[config.mk]
export PLATFORM = sky130hd
export DESIGN_NAME = sll_arbiter
export DESIGN_NICKNAME = d
export VERILOG_FILES = /design/src/rtl/sll_arbiter.sv
export SDC_FILE = /design/constraint.sdc
export NUM_CORES = 1
export LEC_CHECK = 0
export CAP_MARGIN = 20
export CELL_PAD_IN_SITES_DETAIL_PLACEMENT = 1
export CELL_PAD_IN_SITES_GLOBAL_PLACEMENT = 2
export CORE_ASPECT_RATIO = 0.9
export CORE_MARGIN = 5
export CORE_UTILIZATION = 24
export DETAILED_ROUTE_END_ITERATION = 6
export PLACE_DENSITY = 0.82
export SETUP_SLACK_MARGIN = 0.02
export SLEW_MARGIN = 20
export SYNTH_ARGS = -nofsm -noshare
export SYNTH_HDL_FRONTEND = slang
export SYNTH_SLANG_ARGS = --single-unit
[constraint.sdc]
create_clock -name clk -period 1.9 [get_ports clk]
set_input_delay 0.285 -clock clk [delete_from_list [all_inputs] [get_ports clk]]
set_output_delay 0.285 -clock clk [all_outputs]
set_load 0.01 [all_outputs]
[src/rtl/sll_arbiter.sv]
// ---------------------------------------------------------------------------
// sll_arbiter
//
// Shares one logical-shift-left unit (in1 << in2) between two requesters.
// A round-robin arbiter picks at most one request per cycle; the shifted
// value is registered and presented on a valid/ready output channel tagged
// with the ID of the requester that produced it. The result register is
// reloaded in the same cycle it drains, so back-to-back operations run at
// one result per clock.
//
// Configuration macro:
//   SLL_ARBITER_FIXED_PRIO_EN - when defined, requester 0 always wins a tie
//                               and the round-robin history is dropped.
//
// Parameters:
//   L1 - width of the shifted operand and of the result
//   L2 - width of the shift-amount operand
//
// Ports:
//   clk                    clock, rising edge
//   rst_n                  asynchronous active-low reset
//   req0_valid/req0_ready  requester 0 handshake (ready is combinational)
//   req0_in1/req0_in2      requester 0 operand / shift amount
//   req1_valid/req1_ready  requester 1 handshake (ready is combinational)
//   req1_in1/req1_in2      requester 1 operand / shift amount
//   out_valid/out_ready    result channel handshake
//   out_data               shifted result, truncated to L1 bits
//   out_id                 requester that produced out_data
//   busy                   result held while the consumer stalls
// ---------------------------------------------------------------------------
module sll_arbiter #(
    parameter int L1 = 8,
    parameter int L2 = 8
) (
    input  logic          clk,
    input  logic          rst_n,
    input  logic          req0_valid,
    output logic          req0_ready,
    input  logic [L1-1:0] req0_in1,
    input  logic [L2-1:0] req0_in2,
    input  logic          req1_valid,
    output logic          req1_ready,
    input  logic [L1-1:0] req1_in1,
    input  logic [L2-1:0] req1_in2,
    output logic          out_valid,
    input  logic          out_ready,
    output logic [L1-1:0] out_data,
    output logic          out_id,
    output logic          busy
);

    typedef enum logic {
        EMPTY = 1'b0,
        FULL  = 1'b1
    } state_t;

    state_t        state_q;
    logic [L1-1:0] out_data_q;
    logic          out_id_q;
`ifndef SLL_ARBITER_FIXED_PRIO_EN
    logic          last_grant_q;
`endif

    logic          slot_free;
    logic          any_valid;
    logic          grant;
    logic          accept;
    logic [L1-1:0] out_data_d;

    // Grant selection and the shared shifter. A shift amount of L1 or more
    // already yields zero under SystemVerilog shift semantics, and the
    // result is sized to L1, so over-range shifts and truncation need no
    // extra logic.
    always_comb begin
        slot_free = (state_q == EMPTY) || out_ready;
        any_valid = req0_valid || req1_valid;

        if (req0_valid && req1_valid) begin
`ifdef SLL_ARBITER_FIXED_PRIO_EN
            grant = 1'b0;
`else
            grant = ~last_grant_q;
`endif
        end else begin
            // Single requester wins; with none valid the value is unused.
            grant = req1_valid;
        end

        accept     = any_valid && slot_free;
        out_data_d = grant ? (req1_in1 << req1_in2) : (req0_in1 << req0_in2);
    end

    assign req0_ready = accept && !grant;
    assign req1_ready = accept && grant;
    assign out_valid  = (state_q == FULL);
    assign out_data   = out_data_q;
    assign out_id     = out_id_q;
    assign busy       = (state_q == FULL) && !out_ready;

    // Result register and arbitration history. A new accept takes priority
    // over draining so FULL -> FULL happens without a bubble. last_grant
    // resets to 1 so requester 0 wins the first tie.
    always_ff @(posedge clk or negedge rst_n) begin
        if (!rst_n) begin
            state_q      <= EMPTY;
            out_data_q   <= '0;
            out_id_q     <= 1'b0;
`ifndef SLL_ARBITER_FIXED_PRIO_EN
            last_grant_q <= 1'b1;
`endif
        end else if (accept) begin
            state_q      <= FULL;
            out_data_q   <= out_data_d;
            out_id_q     <= grant;
`ifndef SLL_ARBITER_FIXED_PRIO_EN
            last_grant_q <= grant;
`endif
        end else if (out_ready) begin
            state_q <= EMPTY;
        end
    end

endmodule
* Word level (Yosys, flattened, before mapping) *
Cells that the tools add are included.

operators by class
  reduce and logical (&&, ||, !) cells = 10
  bitwise logic cells = 2
  muxes and demuxes = 4
  shift operators = 2

operators by type and width
  operator           count
  $shl 8x8->8        2
  $mux 8             1
  $logic_and 1x1->1  5
  $mux 1             3
  $logic_not 1->1    2
  $logic_or 1x1->1   2
  $not 1->1          2
  $reduce_bool 2->1  1

word-level totals
  logic and storage cells = 22
  register bits after elaboration = 11
  input port bits = 37
  output and inout bits = 13

* Longest topological paths before layout *
Gate-level depths: netlist of the first run.

  word-level depth = 4
  depth in mapped cells = 5
  gate-level depth less buffers = 5

* Worst setup path before layout of the first run *
No wires, ideal clock.

  path type = input port to flip-flop
  start point = in req1_in2[3]
  end point = reg out_data_q[0] (netlist: out_data[0])
  buffers on the path = 0
  library setup time = 0.080 ns
  slack = 0.169 ns
  arrival time = 1.651 ns
  required time = 1.820 ns
  stages = 4
  cells stage by stage = or3_1 or4_4 or4_4 o211ai_2

on the way
  cells in the longest elaborated chain, start to end = 2

ends and longest elaborated chain
  what                  line  RTL
  start, declared       44    input logic [L2-1:0] req1_in2,
  $shl 8x8->8           90    out_data_d = grant ? (req1_in1 << req1_in2) : (req0_in1 << req0_in2);
  $mux 8                90
  end signal, assigned  113   out_data_q <= out_data_d;
  end, declared         58    logic [L1-1:0] out_data_q;

No other way between the ends.
A chain may end at the register's enable or synchronous reset.

* Worst setup path in the final report of the first run *
  start point = in req1_in2[3]
  end point = reg out_data_q[4] (netlist: out_data[4])

The elaborated chain is that of the path after synthesis.

==> results.md, run 1 <==
* Number of antenna violations at the first check in global routing at 0
* Post-synthesis net count at 148
* DRT antenna net count at 0
* Boundary pin count at 50
* Vias in the first global route at 1,287
* Synth Cell Area at 0.001116 mm²
* Ys async rst share at 1.000
* Fin. Hold Viols at 0
* Slew at the pin with the worst max-slew slack at 0.7114 ns
* Cell Pwr Density at 442.8 mW/mm²
* H-Tree Level Count at 1
* Postcts setup bufs at 0
* Maximum VDD drop at 0.1796 mV
* Cell depth of the worst flop-to-flop path at 4
* Final Setup Violations at 0
* Antenna fix cells at 0
* Standard-cell rows at 23
* Die width at 81.88 µm
* Drt initial violations at 49
* Startpoint kind of the worst setup timing path: input port
* Maximum capacitance violations at 0
* Number of enable-type register cells in the synthesized netlist at 0
* Depth of the critical timing path with buffers and inverters included at 6
* Via-to-Cell Ratio at 4.908
* Remaining DRCs at 0
* Wire length of the first global-routing pass at 6.092 mm
* Predominant post-synthesis flop cell: sky130_fd_sc_hd__dfrtp_1
* Number of filler instances in the final layout at 520
* TritonCTS Buffers at 3
* Largest net degree at the start of global routing at 13
* Final period util at 0.9340
* Number of detailed-route iterations in the first pass at 4
* Post-Route Setup TNS at 0 ns
* Remaining global-route overflow at 0
* Initial core utilization at 0.2486
* Type of destination of the critical path: register
* Insertion delay to the later sink of the worst-skew pair at 0.24 ns
* Max Buffers Root-to-Sink at 2
* Number of slew-limit violations in the final report at 0
* Commonest non-fill, non-tap cell in the layout: sky130_fd_sc_hd__clkdlybuf4s50_1
* Leak pwr at 0.8107 nW
* Number of register bits inferred by synthesis at 11
* End-of-flow core utilization at 0.4058
* Unrepaired setup endpoints after global routing: false
* Maximum single-stage delay on the critical path at 0.44 ns
* Gate count of the mapped netlist at 111
* Top cell type's share of synthesized area at 0.2242
* Seq/Total Area, Yosys at 0.2478
* Register clock-pin slew on the reported worst setup and hold paths at 0.06 ns
* Pre-CTS setup slack at -0.2729 ns
* Unique cell type count in the Yosys netlist at 38
* Ratio of cells with drive above 1 in the final layout at 0.2303
* Rel. slew slack at 0.5226
* Biggest area consumer among synthesized cells: sky130_fd_sc_hd__dfrtp_1
* Worst path cell trace: clkdlybuf4s50_1 -> or3_1 -> or4_4 -> buf_4 -> nor4b_2 -> a2111o_1
* CTS tree: done
* Clk root buf: sky130_fd_sc_hd__clkbuf_8
* Path class of the lowest-slack min-delay path: input port to async pin
* Weighted congestion at the end of routability-driven global placement at 0.7624
* Data required time at the worst endpoint at 2.08 ns
* All-Layer GR Usage at 0.1293
* Final Hold Slack at 0.3866 ns
* Total via count after detailed routing at 1,178
* Average routed wire per standard cell at 16.00 µm
* Min setup slack post-route at 0.1254 ns
* Half-perimeter wire length of the detailed placement result at 3.244 mm
* Top Family by Delay on Critical Path: simple AND/OR/NAND/NOR gates
* Final wirelength at 3.840 mm
* Syn-to-layout area delta at 63.23%
* Post-layout min period at 1.775 ns
* Core area at 0.004489 mm²
* Outcome: finished clean
* Die height at 74.70 µm
* Maximum clock frequency at 0.5635 GHz
* Post-CTS Hold Buffers at 0
* Mean cell area of the mapped netlist at 10.05 µm²
* Ranking of synthesized cells by area: sky130_fd_sc_hd__dfrtp_1 (22%), sky130_fd_sc_hd__mux2i_1 (17%), sky130_fd_sc_hd__mux4_2 (10%)
* Number of nets in the layout at 216
* Buffers added on ports at 49
* Critical Path Slowest Stage Cell: sky130_fd_sc_hd__or4_4
* Buf+Inv Stages, Crit Path at 2
* Critical Path AT at 1.95 ns
* Number of sinks driven by the clock tree at 11
* Maximum clock skew at final layout at 0.001752 ns
* Commonest cells after routing, fill and taps aside: sky130_fd_sc_hd__clkdlybuf4s50_1 (44), sky130_fd_sc_hd__buf_4 (21), sky130_fd_sc_hd__mux2i_1 (19), sky130_fd_sc_hd__nand2_1 (11), sky130_fd_sc_hd__dfrtp_1 (10)
* Peak fanout along the critical path at 3
* Area enclosed by the die boundary at 0.006116 mm²
* Kind of critical path: input port to register
* YS warnings at 0
-- flip-flops by register name, indices dropped and copies added (netlist names) --
| register | flops |
|---|---|
| last_grant_q | 1 |
| out_data | 8 |
| out_id | 1 |
| out_valid | 1 |
-- worst paths after layout --
| kind | from | slack (ns) | endpoint |
|---|---|---|---|
| max reg2reg | last_grant_q$_DFFE_PN1P_ | 0.22 | out_data[0]$_DFFE_PN0P_ |
| max | req1_in2[3] | 0.13 | out_data[4]$_DFFE_PN0P_ |
| min reg2reg | out_id$_DFFE_PN0P_ | 0.49 | out_id$_DFFE_PN0P_ |
| min in group clk | out_id$_DFFE_PN0P_ | 0.49 | out_id$_DFFE_PN0P_ |
| min | rst_n | 0.39 | out_id$_DFFE_PN0P_ |
| max in group asynchronous | rst_n | 1.15 | last_grant_q$_DFFE_PN1P_ |
-- area by class of cell --
| cell class | count | area (µm²) | area share |
|---|---|---|---|
| well taps | 62 | 77.57 | 0.04258 |
| flip-flops and latches | 11 | 276.5 | 0.1518 |
| inverters | 4 | 15.01 | 0.008242 |
| clock buffers | 4 | 45.04 | 0.02473 |
| repair buffers | 70 | 645.6 | 0.3544 |
| multi-input cells | 89 | 762.0 | 0.4183 |
-- layer usage --
layer	routed length, µm	share of wire	track usage	up-vias
met5	0	0	0	-
met4	35	0.0091	0.02399	0
met3	265	0.069	0.03469	4
met2	1853	0.48	0.2269	36
met1	1686	0.44	0.1608	572
li1	-	-	-	566
-- synth_stat cells, types with 2 or more instances --
| library cell | number |
|---|---|
| sky130_fd_sc_hd__a2111o_1 | 2 |
| sky130_fd_sc_hd__a211o_1 | 2 |
| sky130_fd_sc_hd__a221o_1 | 2 |
| sky130_fd_sc_hd__buf_6 | 3 |
| sky130_fd_sc_hd__clkbuf_8 | 2 |
| sky130_fd_sc_hd__dfrtp_1 | 10 |
| sky130_fd_sc_hd__inv_1 | 4 |
| sky130_fd_sc_hd__mux2_2 | 3 |
| sky130_fd_sc_hd__mux2i_1 | 19 |
| sky130_fd_sc_hd__mux4_2 | 5 |
| sky130_fd_sc_hd__nand2_1 | 11 |
| sky130_fd_sc_hd__nand2b_1 | 3 |
| sky130_fd_sc_hd__nand3b_1 | 4 |
| sky130_fd_sc_hd__nor2_1 | 3 |
| sky130_fd_sc_hd__nor3_1 | 6 |
| sky130_fd_sc_hd__nor4_1 | 3 |
| sky130_fd_sc_hd__nor4b_1 | 2 |
| sky130_fd_sc_hd__o21ai_0 | 5 |
| sky130_fd_sc_hd__or2b_1 | 2 |
| sky130_fd_sc_hd__or4_4 | 2 |
-- logic make-up (layout without fill, tap and decap cells) --
family                 Yosys count  in the layout  share of synthesized area
AND/OR/NAND/NOR                 44             44                     0.2433
multiplexers                    27             27                     0.3016
AO/OA/AOI/OAI                   18             18                     0.1323
flip-flops                      11             11                     0.2478
buffers and inverters           11             78                    0.07510
-- power by group --
part,switching (mW),leakage [nW],internal [mW]
Combinational,0.124,0.644,0.176
Sequential,0.00725,0.144,0.249
Clock,0.101,0.0228,0.148
-- metrics by stage --
stage | power [mW] | instances | cell area, µm²
5_1_grt | 0.8483 | 240 | 1822
3_3_place_gp | 0.5555 | 236 | 1773
4_1_cts | 0.8118 | 240 | 1819
2_1_floorplan | 0.3982 | 111 | 1116
3_5_place_dp | 0.5663 | 236 | 1773
6_report | 0.8067 | 240 | 1822
-- timing repair --
item	in CTS	in global routing
pin swaps	3	2
gates resized for setup	5	1
setup endpoints to repair	4	5
-- worst reg2reg max path, stage by stage (launching register included) --
cell                       delay (ns)
sky130_fd_sc_hd__dfstp_2         0.54
sky130_fd_sc_hd__nand2b_1        0.12
sky130_fd_sc_hd__nand3_2         0.10
sky130_fd_sc_hd__or4_2           0.67
sky130_fd_sc_hd__o211ai_2        0.18
Power figures use the tool's default switching activity.
==> run 2: changes to the inputs <==
--- a/config.mk
+++ b/config.mk
@@ -14,6 +14,7 @@
 export DETAILED_ROUTE_END_ITERATION = 6
 export PLACE_DENSITY = 0.82
 export SETUP_SLACK_MARGIN = 0.02
+export SKIP_CTS_REPAIR_TIMING = 1
 export SLEW_MARGIN = 20
 export SYNTH_ARGS = -nofsm -noshare
 export SYNTH_HDL_FRONTEND = slang
==> run 2 against run 1 <==
  * Core utilization rose by 0.50 points
  * Largest power group unchanged
  * Critical endpoint is now out_data[5]$_DFFE_PN0P_
  * Clock power is essentially flat
  * Routed wire length grew 0.86%
  * Critical path depth unchanged
  * Sequential power is essentially flat
  * Via count rose by 0.76%
==> results.md, run 2 (synthesis gave the netlist of run 1 again) <==
* Dpl cell area at 0.001773 mm² (unchanged)
* Die width at 81.88 µm (unchanged)
* Multi-input gate area in the final layout at 767.0 µm² (+0.66%)
* Core area at 0.004489 mm² (unchanged)
* Critical Path AT at 1.89 ns (-0.06 ns)
* Peak fanout along the critical path at 4 (+1)
* Insertion delay to the later sink of the worst-skew pair at 0.24 ns (about the same)
* Total via count after detailed routing at 1,187 (+0.76%)
* Number of sinks driven by the clock tree at 11 (unchanged)
* Number of cells after detailed placement at 236 (unchanged)
* Maximum clock skew at final layout at 0.001395 ns (-0.0003569 ns)
* Buffers added on ports at 49 (unchanged)
* Total chip power at 0.8106 mW (+0.49%)
* Commonest cells after routing, fill and taps aside: sky130_fd_sc_hd__clkdlybuf4s50_1 (43), sky130_fd_sc_hd__buf_4 (21), sky130_fd_sc_hd__mux2i_1 (19), sky130_fd_sc_hd__nand2_1 (11), sky130_fd_sc_hd__dfrtp_1 (10)
* Die height at 74.70 µm (unchanged)
* Path class of the lowest-slack min-delay path: input port to async pin
* Detailed-routed wire length on met3 at 273 µm (+3.0%)
* Register clock-pin slew on the reported worst setup and hold paths at 0.06 ns (about the same)
* Largest register FFs at 8 (unchanged)
* Maximum capacitance violations at 0 (unchanged)
* DRT antenna net count at 0 (unchanged)
* Non-filler instance count after layout at 240 (unchanged)
* Remaining DRCs at 0 (unchanged)
* Syn-to-layout area delta at 65.25%
* Final wirelength at 3.873 mm (+0.86%)
* Antenna fix cells at 0 (unchanged)
* Clk root buf: sky130_fd_sc_hd__clkbuf_8
* Detail Route met2 WL at 1.882 mm (+1.6%)
* Via-to-Cell Ratio at 4.946 (+0.76%)
* Initial core utilization at 0.2486 (unchanged)
* Number of detailed-route iterations in the first pass at 4 (unchanged)
* Maximum VDD drop at 0.1796 mV (about the same)
* H-Tree Level Count at 1 (unchanged)
* Wire length of the first global-routing pass at 6.078 mm (-0.23%)
* Maximum clock frequency at 0.5661 GHz (+0.46%)
* Final Setup Violations at 0 (unchanged)
* TritonCTS Buffers at 3 (unchanged)
* Largest net degree at the start of global routing at 13 (unchanged)
* Leak pwr at 0.8592 nW (+6.0%)
* Weighted congestion at the end of routability-driven global placement at 0.7624 (unchanged)
* Highest metal layer with signal wires: met4
* Vias in the first global route at 1,280 (-0.54%)
* Standard-cell rows at 23 (unchanged)
* Ratio of cells with drive above 1 in the final layout at 0.2360 (+0.005618)
* Slew at the pin with the worst max-slew slack at 0.7176 ns (+0.006285 ns)
* Remaining global-route overflow at 0 (unchanged)
* Max Buffers Root-to-Sink at 2 (unchanged)
* All-Layer GR Usage at 0.1290 (-0.0002520)
* CTS tree: done
* Number of antenna violations at the first check in global routing at 0 (unchanged)
* Rel. slew slack at 0.5184 (-0.004218)
* Unrepaired setup endpoints after global routing: false
* Type of destination of the critical path: register
* Origin of the worst setup path: req1_in2[2]
* Cell Pwr Density at 439.5 mW/mm² (-0.74%)
* Area occupied by registers at 276.5 µm² (unchanged)
* M1 WL at 1.681 mm (-0.30%)
* Cell area after layout at 0.001844 mm² (+1.2%)
* Half-perimeter wire length of the detailed placement result at 3.244 mm (unchanged)
* Cell depth of the worst flop-to-flop path at 4 (unchanged)
* Area enclosed by the die boundary at 0.006116 mm² (unchanged)
* Post-layout min period at 1.767 ns (-0.008110 ns)
* End-of-flow core utilization at 0.4108 (+0.005017)
* Final period util at 0.9297 (-0.004268)
* Number of filler instances in the final layout at 517 (-0.58%)
* Boundary pin count at 50 (unchanged)
* Startpoint kind of the worst setup timing path: input port
* Number of slew-limit violations in the final report at 0 (unchanged)
* Fin. Hold Viols at 0 (unchanged)
* Outcome: finished clean
* Source of the worst register-to-register timing path: last_grant_q$_DFFE_PN1P_
* Commonest non-fill, non-tap cell in the layout: sky130_fd_sc_hd__clkdlybuf4s50_1
* Data required time at the worst endpoint at 2.03 ns (-0.05 ns)
* Kind of critical path: input port to register
* Number of nets in the layout at 216 (unchanged)
* Drt initial violations at 39 (-20%)
* Average routed wire per standard cell at 16.14 µm (+0.86%)
-- run 2: changes by cell type in the layout (fill, tap and decap cells not counted), sizes merged --
cell / change
dlygate4sd2: -4
dlymetal6s2s: +5
clkdlybuf4s50: -1
-- run 2: path summary, 6_finish.rpt --
| path | to | slack [ns] |
|---|---|---|
| max | out_data[5]$_DFFE_PN0P_ | 0.13 |
| min | out_id$_DFFE_PN0P_ | 0.39 |
| max reg2reg | out_data[0]$_DFFE_PN0P_ | 0.22 |
| min reg2reg | out_id$_DFFE_PN0P_ | 0.49 |
| max in group asynchronous | last_grant_q$_DFFE_PN1P_ | 1.15 |
| min in group clk | out_id$_DFFE_PN0P_ | 0.49 |
-- run 2: per-stage QoR --
stage          setup slack, ns  TNS (ns)  hold WS, ns
2_1_floorplan           0.1687         0     -0.01059
5_1_grt                0.04493         0       0.4283
4_1_cts               -0.01308  -0.01486       0.4042
3_5_place_dp           -0.2729    -1.245       0.4833
6_report                0.1335         0       0.3862
3_3_place_gp           -0.2362    -1.036       0.4591
-- run 2: report_power, final --
group / switching, mW / internal, mW
Sequential: 0.00727 / 0.249
Combinational: 0.125 / 0.179
Clock: 0.102 / 0.148
Total: 0.234 / 0.576
-- run 2: routing by layer --
| layer | vias up | GRT usage |
|---|---|---|
| met5 | - | 0 |
| met4 | 0 | 0.02399 |
| met3 | 4 | 0.03469 |
| met2 | 38 | 0.2260 |
| met1 | 579 | 0.1608 |
| li1 | 566 | - |
-- run 2: final cells by class --
type,count,area share
flip-flops and latches,11,0.1499
inverters,4,0.008141
multi-input cells,89,0.4159
repair buffers,70,0.3596
clock buffers,4,0.02442
well taps,62,0.04206
-- run 2: worst max-delay path, cell delays in order --
cell                              delay [ns]
sky130_fd_sc_hd__clkdlybuf4s50_1        0.59
sky130_fd_sc_hd__buf_4                  0.16
sky130_fd_sc_hd__mux4_2                 0.29
sky130_fd_sc_hd__nand2b_1               0.09
sky130_fd_sc_hd__a211oi_1               0.09
sky130_fd_sc_hd__a2111o_1               0.38
==> run 3: changes to the inputs <==
--- a/config.mk
+++ b/config.mk
@@ -11,9 +11,10 @@
 export CORE_ASPECT_RATIO = 0.9
 export CORE_MARGIN = 5
 export CORE_UTILIZATION = 24
+export CTS_CLUSTER_SIZE = 8
 export DETAILED_ROUTE_END_ITERATION = 6
 export PLACE_DENSITY = 0.82
-export SETUP_SLACK_MARGIN = 0.02
+export SETUP_SLACK_MARGIN = 0.05
 export SKIP_CTS_REPAIR_TIMING = 1
 export SLEW_MARGIN = 20
 export SYNTH_ARGS = -nofsm -noshare
==> results of run 3 <==
The final DEF is identical to that of run 2. Status: finished clean.
